--- config.mk ---
export PLATFORM = sky130hd
export DESIGN_NAME = policy_deck_ctrl
export DESIGN_NICKNAME = d
export VERILOG_FILES = /design/src/rtl/snpu_pkg.sv /design/src/rtl/snpu_lfsr.sv /design/src/rtl/policy_deck_ctrl.sv
export SDC_FILE = /design/constraint.sdc
export NUM_CORES = 1
export LEC_CHECK = 0
export ABC_AREA = 1
export BUFFER_PORTS_ARGS = -buffer_cell sky130_fd_sc_hd__buf_4
export CAP_MARGIN = 20
export CORE_MARGIN = 1
export CORE_UTILIZATION = 30
export CTS_CLUSTER_SIZE = 28
export DETAILED_ROUTE_END_ITERATION = 16
export SKIP_CTS_REPAIR_TIMING = 1
export SLEW_MARGIN = 20
export SYNTH_ARGS = -nofsm -noshare
export SYNTH_HDL_FRONTEND = slang
export SYNTH_SLANG_ARGS = --single-unit
--- constraint.sdc ---
create_clock -name clk -period 2.8 [get_ports clk]
set_clock_uncertainty 0.1 [all_clocks]
set_input_delay 0.14 -clock clk [delete_from_list [all_inputs] [get_ports clk]]
set_output_delay 0.14 -clock clk [all_outputs]
set_load 0.01 [all_outputs]
--- src/rtl/snpu_pkg.sv ---
// Shared types and constants for the policy deck controller.
// Optional PEEK support is selected in the top with SNPU_PEEK_EN.
package snpu_pkg;

  typedef enum logic [2:0] {
    OpNop     = 3'd0,
    OpNewGame = 3'd1,
    OpDraw3   = 3'd2,
    OpDiscard = 3'd3,
    OpEnact   = 3'd4,
    OpShuffle = 3'd5,
    OpPeek    = 3'd6,
    OpRsvd    = 3'd7
  } op_e;

  typedef enum logic [1:0] {
    StIdle,
    StMerge,
    StShuf,
    StResp
  } state_e;

  localparam int unsigned DeckNDefault = 17;
  localparam int unsigned LibNDefault  = 6;

  localparam logic [2:0] LibWin = 3'd5;
  localparam logic [2:0] FasWin = 3'd6;

  localparam logic [7:0] LfsrSeedDefault = 8'h01;

  // x^8 + x^6 + x^5 + x^4 + 1, new bit enters at bit0
  function automatic logic [7:0] lfsr_next(input logic [7:0] s);
    return {s[6:0], s[7] ^ s[5] ^ s[4] ^ s[3]};
  endfunction

endpackage

--- src/rtl/snpu_lfsr.sv ---
// Free-running 8-bit Fibonacci LFSR with synchronous seed load.
// A zero seed is replaced by the default seed so the register never locks up.
module snpu_lfsr
  import snpu_pkg::*;
(
  input  logic       clk,
  input  logic       rst,
  input  logic       load,
  input  logic [7:0] seed,
  output logic [7:0] state
);

  logic [7:0] lfsr_q;

  always_ff @(posedge clk) begin
    if (rst) begin
      lfsr_q <= LfsrSeedDefault;
    end else if (load) begin
      lfsr_q <= (seed == 8'h00) ? LfsrSeedDefault : seed;
    end else begin
      lfsr_q <= lfsr_next(lfsr_q);
    end
  end

  assign state = lfsr_q;

endmodule

--- src/rtl/policy_deck_ctrl.sv ---
// Policy card deck controller: draw/discard/enact with LFSR-driven Fisher-Yates reshuffle.
// Define SNPU_PEEK_EN to enable the PEEK opcode; otherwise it is rejected.
module policy_deck_ctrl
  import snpu_pkg::*;
#(
  parameter int unsigned DECK_N = DeckNDefault,
  parameter int unsigned LIB_N  = LibNDefault
) (
  input  logic              clk,
  input  logic              rst,
  input  logic              cmd_valid,
  output logic              cmd_ready,
  input  logic [2:0]        cmd_op,
  input  logic [1:0]        cmd_idx,
  input  logic [7:0]        seed,
  output logic              rsp_valid,
  output logic              rsp_err,
  output logic [2:0]        hand,
  output logic [1:0]        hand_n,
  output logic [DECK_N-1:0] stack,
  output logic [4:0]        stack_n,
  output logic [4:0]        discard_n,
  output logic [2:0]        lib_board,
  output logic [2:0]        fas_board,
  output logic              game_over
);

  localparam logic [DECK_N-1:0] DeckInit  = {{(DECK_N - LIB_N){1'b0}}, {LIB_N{1'b1}}};
  localparam logic [4:0]        DeckCount = 5'(DECK_N);

  state_e            state_q, state_d;
  logic [DECK_N-1:0] stack_q, stack_d;
  logic [4:0]        stack_n_q, stack_n_d;
  logic [DECK_N-1:0] disc_q, disc_d;
  logic [4:0]        disc_n_q, disc_n_d;
  logic [2:0]        hand_q, hand_d;
  logic [1:0]        hand_n_q, hand_n_d;
  logic [2:0]        lib_q, lib_d;
  logic [2:0]        fas_q, fas_d;
  logic              over_q, over_d;
  logic              err_q, err_d;
  logic [4:0]        idx_q, idx_d;

  logic       lfsr_load;
  logic [7:0] lfsr;
  logic [4:0] rnd;
  logic       unused_lfsr_hi;
  logic       disc_bit;
  logic       enact_bit;
  logic [4:0] merge_n;
  op_e        op;

  snpu_lfsr u_lfsr (
    .clk   (clk),
    .rst   (rst),
    .load  (lfsr_load),
    .seed  (seed),
    .state (lfsr)
  );

  assign rnd            = lfsr[4:0];
  assign unused_lfsr_hi = ^lfsr[7:5];
  assign op             = op_e'(cmd_op);

  always_ff @(posedge clk) begin
    if (rst) begin
      state_q   <= StIdle;
      stack_q   <= DeckInit;
      stack_n_q <= DeckCount;
      disc_q    <= '0;
      disc_n_q  <= '0;
      hand_q    <= '0;
      hand_n_q  <= '0;
      lib_q     <= '0;
      fas_q     <= '0;
      over_q    <= 1'b0;
      err_q     <= 1'b0;
      idx_q     <= '0;
    end else begin
      state_q   <= state_d;
      stack_q   <= stack_d;
      stack_n_q <= stack_n_d;
      disc_q    <= disc_d;
      disc_n_q  <= disc_n_d;
      hand_q    <= hand_d;
      hand_n_q  <= hand_n_d;
      lib_q     <= lib_d;
      fas_q     <= fas_d;
      over_q    <= over_d;
      err_q     <= err_d;
      idx_q     <= idx_d;
    end
  end

  always_comb begin
    state_d   = state_q;
    stack_d   = stack_q;
    stack_n_d = stack_n_q;
    disc_d    = disc_q;
    disc_n_d  = disc_n_q;
    hand_d    = hand_q;
    hand_n_d  = hand_n_q;
    lib_d     = lib_q;
    fas_d     = fas_q;
    over_d    = over_q;
    err_d     = err_q;
    idx_d     = idx_q;
    lfsr_load = 1'b0;
    disc_bit  = 1'b0;
    enact_bit = 1'b0;
    merge_n   = stack_n_q + disc_n_q;

    unique case (state_q)
      StIdle: begin
        if (cmd_valid) begin
          err_d   = 1'b0;
          state_d = StResp;
          unique case (op)
            OpNop: begin
            end
            OpNewGame: begin
              lfsr_load = 1'b1;
              stack_d   = DeckInit;
              stack_n_d = DeckCount;
              disc_d    = '0;
              disc_n_d  = '0;
              hand_d    = '0;
              hand_n_d  = '0;
              lib_d     = '0;
              fas_d     = '0;
              over_d    = 1'b0;
              state_d   = StMerge;
            end
            OpDraw3: begin
              if (over_q || hand_n_q != 2'd0 || stack_n_q < 5'd3) begin
                err_d = 1'b1;
              end else begin
                hand_d    = stack_q[2:0];
                stack_d   = stack_q >> 3;
                stack_n_d = stack_n_q - 5'd3;
                hand_n_d  = 2'd3;
              end
            end
            OpDiscard: begin
              if (over_q || hand_n_q != 2'd3 || cmd_idx == 2'd3) begin
                err_d = 1'b1;
              end else begin
                // Surviving cards keep their relative order in hand[1:0]
                case (cmd_idx)
                  2'd0: begin
                    disc_bit = hand_q[0];
                    hand_d   = {1'b0, hand_q[2:1]};
                  end
                  2'd1: begin
                    disc_bit = hand_q[1];
                    hand_d   = {1'b0, hand_q[2], hand_q[0]};
                  end
                  default: begin
                    disc_bit = hand_q[2];
                    hand_d   = {1'b0, hand_q[1:0]};
                  end
                endcase
                disc_d   = disc_q | ({{(DECK_N - 1){1'b0}}, disc_bit} << disc_n_q);
                disc_n_d = disc_n_q + 5'd1;
                hand_n_d = 2'd2;
              end
            end
            OpEnact: begin
              if (over_q || hand_n_q != 2'd2 || cmd_idx[1]) begin
                err_d = 1'b1;
              end else begin
                enact_bit = cmd_idx[0] ? hand_q[1] : hand_q[0];
                disc_bit  = cmd_idx[0] ? hand_q[0] : hand_q[1];
                disc_d    = disc_q | ({{(DECK_N - 1){1'b0}}, disc_bit} << disc_n_q);
                disc_n_d  = disc_n_q + 5'd1;
                lib_d     = lib_q + {2'b00, enact_bit};
                fas_d     = fas_q + {2'b00, ~enact_bit};
                over_d    = (lib_d == LibWin) || (fas_d == FasWin);
                hand_d    = '0;
                hand_n_d  = '0;
                if (stack_n_q < 5'd3) begin
                  state_d = StMerge;
                end
              end
            end
            OpShuffle: begin
              if (over_q) begin
                err_d = 1'b1;
              end else begin
                state_d = StMerge;
              end
            end
            OpPeek: begin
`ifdef SNPU_PEEK_EN
              if (hand_n_q != 2'd0 || stack_n_q < 5'd3) begin
                err_d = 1'b1;
              end else begin
                hand_d = stack_q[2:0];
              end
`else
              err_d = 1'b1;
`endif
            end
            OpRsvd: begin
              err_d = 1'b1;
            end
          endcase
        end
      end
      StMerge: begin
        stack_d   = stack_q | (disc_q << stack_n_q);
        stack_n_d = merge_n;
        disc_d    = '0;
        disc_n_d  = '0;
        idx_d     = (merge_n == 5'd0) ? 5'd0 : merge_n - 5'd1;
        state_d   = StShuf;
      end
      StShuf: begin
        // Out-of-range draws are retried on the next LFSR value
        if (idx_q == 5'd0) begin
          state_d = StResp;
        end else if (rnd <= idx_q) begin
          stack_d[idx_q] = stack_q[rnd];
          stack_d[rnd]   = stack_q[idx_q];
          idx_d          = idx_q - 5'd1;
        end
      end
      StResp: begin
        state_d = StIdle;
      end
    endcase
  end

  assign cmd_ready = (state_q == StIdle);
  assign rsp_valid = (state_q == StResp);
  assign rsp_err   = rsp_valid & err_q;
  assign hand      = hand_q;
  assign hand_n    = hand_n_q;
  assign stack     = stack_q;
  assign stack_n   = stack_n_q;
  assign discard_n = disc_n_q;
  assign lib_board = lib_q;
  assign fas_board = fas_q;
  assign game_over = over_q;

endmodule

# ---- Yosys cells after proc, flatten, opt, wreduce, memory -nomap -nowiden
# Cells that the tools add are included.
# W data, S select, Z words.
dict set report classes {
  add_sub_neg 7
  multipliers 0
  div_mod_pow 0
  order_cmp 6
  eq_ne 31
  shifts 3
  n_mux 73
  bitwise 8
  reduce_logical 31
}
# cell n
set op_table {}
lappend op_table {{$mux W17} 7}
lappend op_table {{$pmux W17 S3} 2}
lappend op_table {{$pmux W17 S2} 2}
lappend op_table {{$or A17 B17 Y17} 3}
lappend op_table {{$mux W5} 8}
lappend op_table {{$pmux W5 S2} 4}
lappend op_table {{$bwmux W17} 2}
lappend op_table {{$shl A1 B5 Y17} 2}
lappend op_table {{$ne A2 B2 Y1 const B} 11}
lappend op_table {{$eq A3 B3 Y1 const B} 6}
lappend op_table {{$mux W1} 18}
lappend op_table {{$shl A17 B5 Y17} 1}
lappend op_table {{$mux W2} 8}
lappend op_table {{$mux W8} 2}
lappend op_table {{$pmux W2 S4} 2}
lappend op_table {{$mux W3} 5}
lappend op_table {{$pmux W5 S3} 1}
lappend op_table {{$lt A5 B6 Y1 const B} 2}
lappend op_table {{$ne A3 B3 Y1 const B} 4}
lappend op_table {{$pmux W3 S2} 2}
lappend op_table {{$pmux W3 S4} 1}
lappend op_table {{$reduce_and A6 Y1} 2}
lappend op_table {{$bmux W1 S5} 2}
lappend op_table {{$demux W1 S5} 2}
lappend op_table {{36 further kinds} 60}
dict set report word_totals {
  register_bits 72
  latchBits 0
  ramBits 0
  mem_bits_ro 0
  in_bits 16
  output_inout_bits 42
  wordCells 174
  n_memories 0
}

# ---- Logic depth before layout (Yosys ltp)
dict set report depth {
  word_depth 13
  depth_mapped 17
  depth_no_buf 15
}

# ---- Cells and area by module
# Synthesis repeated with hierarchy kept, for this count alone.
dict set report hier_totals {
  hier_cells 1041
  area_unflattened_um2 6059.6
}
# module instances cells_per_inst area_each_um2 seq_area_each_um2
set modules_own_cells {}
lappend modules_own_cells {policy_deck_ctrl 1 985 5698.0 1281.2}
lappend modules_own_cells {snpu_lfsr 1 56 361.6 160.2}

# ---- Worst setup path before layout
# No wires, ideal clock.
dict set report synth_path {
  path_type {register to register}
  start {register stack_n_q[1] (netlist: stack_n[1])}
  end {register idx_q[2]}
  setup_ns 0.117
  arrival_time_ns 2.086
  t_required_ns 2.583
  setup_slack_ns 0.497
  stages_incl_launch_ff 11
  n_path_buf 2
  period_less_slack_ns 2.303
  path_cell_list {dfxtp_1 buf_2 inv_1 buf_2 fa_1 o21ai_0 xor2_1 nand4_1 nand3_1 and3_1 nor2_1}
}
dict set report synth_between {
  elab_chain_len 4
  elab_cells_between_ends 5
  cone_classes {add/sub: 2; mux: 2; reduce/logical: 1}
}
# item line_no
set synth_rtl {}
lappend synth_rtl {{start, declared} policy_deck_ctrl.sv:33} ;# logic [4:0] stack_n_q, stack_n_d;
lappend synth_rtl {{start signal, assigned} policy_deck_ctrl.sv:69} ;# stack_n_q <= DeckCount;
lappend synth_rtl {{start signal, assigned} policy_deck_ctrl.sv:82} ;# stack_n_q <= stack_n_d;
lappend synth_rtl {{$add A5 B5 Y5 *} policy_deck_ctrl.sv:111} ;# merge_n = stack_n_q + disc_n_q;
lappend synth_rtl {{$sub A5 B1 Y5 or $logic_not A5 Y1 (tied branches)} policy_deck_ctrl.sv:215} ;# idx_d = (merge_n == 5'd0) ? 5'd0 : merge_n - 5'd1;
lappend synth_rtl {{$mux W5 *} policy_deck_ctrl.sv:215}
lappend synth_rtl {{$pmux W5 S2 *} policy_deck_ctrl.sv:113} ;# unique case (state_q)
lappend synth_rtl {{end signal, assigned} policy_deck_ctrl.sv:91} ;# idx_q <= idx_d;
lappend synth_rtl {{end, declared} policy_deck_ctrl.sv:42} ;# logic [4:0] idx_q, idx_d;
# Mark *: on every way between the ends. The rest lies on a longest branch, timed or not.
# A chain may end at the register's enable or synchronous reset.

# ---- Worst setup path in the final report
dict set report layout_path {
  start {register u_lfsr.lfsr_q[0] (netlist: u_lfsr.state[0])}
  end {register stack_q[5] (netlist: stack[5])}
}
dict set report layout_between {
  elab_chain_len 8
  elab_cells_between_ends 15
  cone_classes {order compare: 3; eq/ne: 1; mux: 9; reduce/logical: 2}
}
# item line_no
set layout_rtl {}
lappend layout_rtl {{start, declared} snpu_lfsr.sv:13} ;# logic [7:0] lfsr_q;
lappend layout_rtl {{start signal, assigned} snpu_lfsr.sv:17} ;# lfsr_q <= LfsrSeedDefault;
lappend layout_rtl {{start signal, assigned} snpu_lfsr.sv:19} ;# lfsr_q <= (seed == 8'h00) ? LfsrSeedDefault : seed;
lappend layout_rtl {{start signal, assigned} snpu_lfsr.sv:21} ;# lfsr_q <= lfsr_next(lfsr_q);
lappend layout_rtl {{$lt A5 B6 Y1 (not written as such) or $ge A5 B1 Y1 (tied branches)} policy_deck_ctrl.sv:224} ;# stack_d[rnd] = stack_q[idx_q];
lappend layout_rtl {{$logic_and A1 B1 Y1 (not written as such)} policy_deck_ctrl.sv:224}
lappend layout_rtl {{$mux W1 (not written as such)} policy_deck_ctrl.sv:224}
lappend layout_rtl {{$demux W1 S5} policy_deck_ctrl.sv:224}
lappend layout_rtl {{$bwmux W17} policy_deck_ctrl.sv:224}
lappend layout_rtl {{$mux W17} policy_deck_ctrl.sv:222} ;# end else if (rnd <= idx_q) begin
lappend layout_rtl {{$mux W17} policy_deck_ctrl.sv:220} ;# if (idx_q == 5'd0) begin
lappend layout_rtl {{$pmux W17 S3} policy_deck_ctrl.sv:113}
lappend layout_rtl {{end signal, assigned} policy_deck_ctrl.sv:68} ;# stack_q <= DeckInit;
lappend layout_rtl {{end signal, assigned} policy_deck_ctrl.sv:81} ;# stack_q <= stack_d;
lappend layout_rtl {{end, declared} policy_deck_ctrl.sv:32} ;# logic [DECK_N-1:0] stack_q, stack_d;
# Several ways; a longest one is shown, not always the timed one. The select of a mux whose other input is x is not followed.

==> run_results.csv <==
group,metric,value,unit
floorplan,core,19500,sq um
timing,fin_setup_tns,0,ns
yosys,synth_simple_gate_area_share,38.3,%
yosys,fraction_of_the_yosys_area_taken_by_sequential_cells,24.2,%
critical_path,cp_data_arrival_time,2.58,ns
clock_network,clock_sinks,72,
critical_path,crit_fanout,12,
placement,place_area,6650,sq um
placement,gp_congestion,0.947,
critical_path,timing.critical_path.slowest_stage_cell,"sky130_fd_sc_hd__dfxtp_1",
detailed_routing,remaining_drc_errors,0,
yosys,synth_area_in_compound_gates,18.6,%
yosys,area_contributors_post_synth,"sky130_fd_sc_hd__dfxtp_1, sky130_fd_sc_hd__nand2_1, sky130_fd_sc_hd__a21oi_1",
critical_path,cp.depth,15,
timing,postLayoutSetupSlackWorst,0.370,ns
placement,port_buffers,57,
finish,mostFrequentLayoutCell,"sky130_fd_sc_hd__nand2_1",
timing,max_freq,0.412,GHz
yosys,synth_fp_nets,1060,
timing,setup_repair_after_global_routing_missed_its_margin,"no",
run,timing.max_cap.violations,0,
detailed_routing,detail_route.iter0.violations,465,
global_routing,grt_pass1_wl,31600,microns
finish,insertedDiodeCount,0,
detailed_routing,dr_total_vias,6621,
yosys,syn-mean-instance-area,5.86,sq um
global_routing,overflow,0,
yosys,syn-cell-area,5960,sq um
pwr,power.total,6.60,mW
critical_path,regToRegSetupSlack,0.37,ns
detailed_routing,antenna_violating_nets_remaining,0,
yosys,synth_largest_area_cell,"sky130_fd_sc_hd__dfxtp_1",
detailed_routing,routedWlPerCell,14.6,microns
min_path,min_from,"cmd_op[0]",
clock_network,max-clock-path-buffers,2,
critical_path,critical_path_required,2.95,ns
clock_network,clockRootBuffer,"sky130_fd_sc_hd__clkbuf_16",
floorplan,starting_density_of_the_core,30.6,%
timing,finalSetupViolations,0,
critical_path,critical_path.max_stage_delay,0.52,ns
pwr,peakVddDrop,0.478,mV
yosys,synthXorXnorAreaFrac,1.62,%
finish,layout.nets,1115,
global_routing,globalRouteTotalUtil,20.0,%
pwr,cellPowerDensity,940,nW/um^2
yosys,synth_cell_types,40,
clock_network,cts_inserted_buffers,9,
placement,place.detailed.hpwl,14700,microns
placement,place_worst_setup_slack,0.347,ns
clock_network,worst_skew_pair.late_latency,0.36,ns
min_path,worst_hold_path_type,"in -> reg",
timing,final_min_period_over_clock_period,86.8,%
critical_path,cpLargestDelayFamily,"simple AND/OR/NAND/NOR gates",
timing,maxSlewViolCount,0,
yosys,synth_register_bits,72,
critical_path,timing.critical_path.cells,"inv_2, nand2_1, nand2_1, nand2_1, nand2_1, nand2_1, nand2_1, nor2_2, nand2_1, o21ai_0, nand2_1, nand2_1, nand2_1, nand2_1, nand2_1",
yosys,synth.yosys.warnings,0,
critical_path,rr_worst_depth,15,
finish,drive_gt1_share,12.4,%
yosys,synth_fa_ha_area_share,5.58,%
global_routing,antenna_found_initial,0,
critical_path,path_class,"reg -> reg",
detailed_routing,wl,19700,microns
finish,commonest_cells_after_routing_fill_and_taps_aside,"sky130_fd_sc_hd__nand2_1, sky130_fd_sc_hd__inv_1, sky130_fd_sc_hd__a21oi_1",
floorplan,die_height,143,microns
yosys,postSynthCellCount,1018,
detailed_routing,drt_first_pass_iters,5,
finish,area_growth_from_synthesis_to_layout,17.9,%
floorplan,die_width,143,microns
critical_path,crit_path_end_kind,"register",
timing,worst_slew_pin_slew,0.729,ns
critical_path,rr_startpoint,"u_lfsr.state[0]",
timing,finalHoldViolations,0,
yosys,synth_top_family_by_area,"simple AND/OR/NAND/NOR gates",
yosys,proportion_of_netlist_area_held_by_the_largest_area_contributor,24.2,%
timing,timing.slew.headroom,51.2,%
yosys,synthMuxAreaShare,0,%
clock_network,clock_tree_from_tritoncts,"yes",
min_path,min_delay_path_depth,4,
critical_path,critical_path_buf_inv_count,1,
global_routing,grt_max_degree,36,
pwr,p_leak,3.22,nW
run_status,run_status,"finished clean",
critical_path,startpoint,"u_lfsr.state[0]",
finish,post-route-cell-area,7030,sq um
floorplan,ios,58,
timing,finalCriticalPeriod,2.43,ns
floorplan,fp-row-count,51,
critical_path,timing.critical_path.from_type,"register",
finish,layout.core_utilization,36.1,%
critical_path,cpMostUsedCell,"sky130_fd_sc_hd__nand2_1",
floorplan,floorplan.die_area,20400,sq um
global_routing,via_count_of_the_first_global_routing_pass,6113,
clock_network,worst_setup_hold_path_clk_slew,0.06,ns
clock_network,htree_num_levels,3,
detailed_routing,via_density,4.93,
==> worst reg2reg max path: cells and delay by family (launching register included) <==
kind | cells | cell delay, ns
AND/OR/NAND/NOR | 13 | 1.28
AO/OA/AOI/OAI | 1 | 0.24
flip-flops | 1 | 0.52
buffers and inverters | 1 | 0.17
==> registers in the layout (all words and copies together) (netlist names) <==
| register | count |
|---|---|
| u_lfsr.state | 8 |
| idx_q | 5 |
| disc_q | 17 |
| stack | 17 |
| discard_n | 5 |
| stack_n | 5 |
| err_q | 1 |
| lib_board | 3 |
| hand_n | 2 |
| hand | 3 |
| state_q | 2 |
| fas_board | 3 |
| game_over | 1 |
==> power by group <==
part           leakage [nW]  switching, mW  internal, mW  total, mW
logic                  2.49           2.61          1.31       3.92
registers             0.586          0.279          1.21       1.48
clock network         0.146          0.509         0.690       1.20
==> per-stage QoR <==
step,std cells,hold WS (ns)
2_1_floorplan,1018,0.175
3_3_place_gp,1319,0.284
4_1_cts,1335,-0.0777
5_1_grt,1343,0.0400
6_report,1343,0.0146
3_5_place_dp,1319,0.289
==> routing by layer <==
layer  GRT usage [%]  share of wire, %  routed length [microns]
met1            25.8                47                     9190
met2            32.4                45                     8910
met3            4.06               5.8                     1140
met4            7.81               2.1                      417
met5               0                 0                        0
==> layout make-up <==
| class | count | area [sq um] |
|---|---|---|
| clock buffers | 9 | 225 |
| inverters | 131 | 492 |
| fillers | 2143 | 12400 |
| clock inverters | 7 | 70.1 |
| flip-flops and latches | 72 | 1440 |
| repair buffers | 84 | 651 |
| well taps | 265 | 332 |
| multi-input cells | 775 | 3820 |
==> cell families after synthesis <==
family	after synthesis
AOI/OAI and AO/OA	208
xor gates and xnor gates	11
adders and majority gates	26
buffers and inverters	171
DFF	72
and+or+nand+nor	530
==> worst paths after layout <==
check | endpoint
worst max-delay path | stack[5]
worst min register to register | disc_q[10]
worst min-delay path | hand_n[0]
worst max register to register | stack[5]
==> cells in the mapped netlist (all sizes together) <==
cell type  instances
o211ai             9
nor4               3
ha                25
nand2            305
nand4             25
xnor2              2
o32ai              1
o22ai              5
a22oi              1
a211oi             1
o2111ai            1
or2                1
o21bai             1
buf               22
o21ai             68
nor3              12
a221oi             1
a21oi            118
dfxtp             72
xor2               9
clkbuf            18
and3               1
a31oi              2
inv              131
fa                 1
nand3             92
nor2              91
Note: power is estimated with default switching activity, not from simulation.
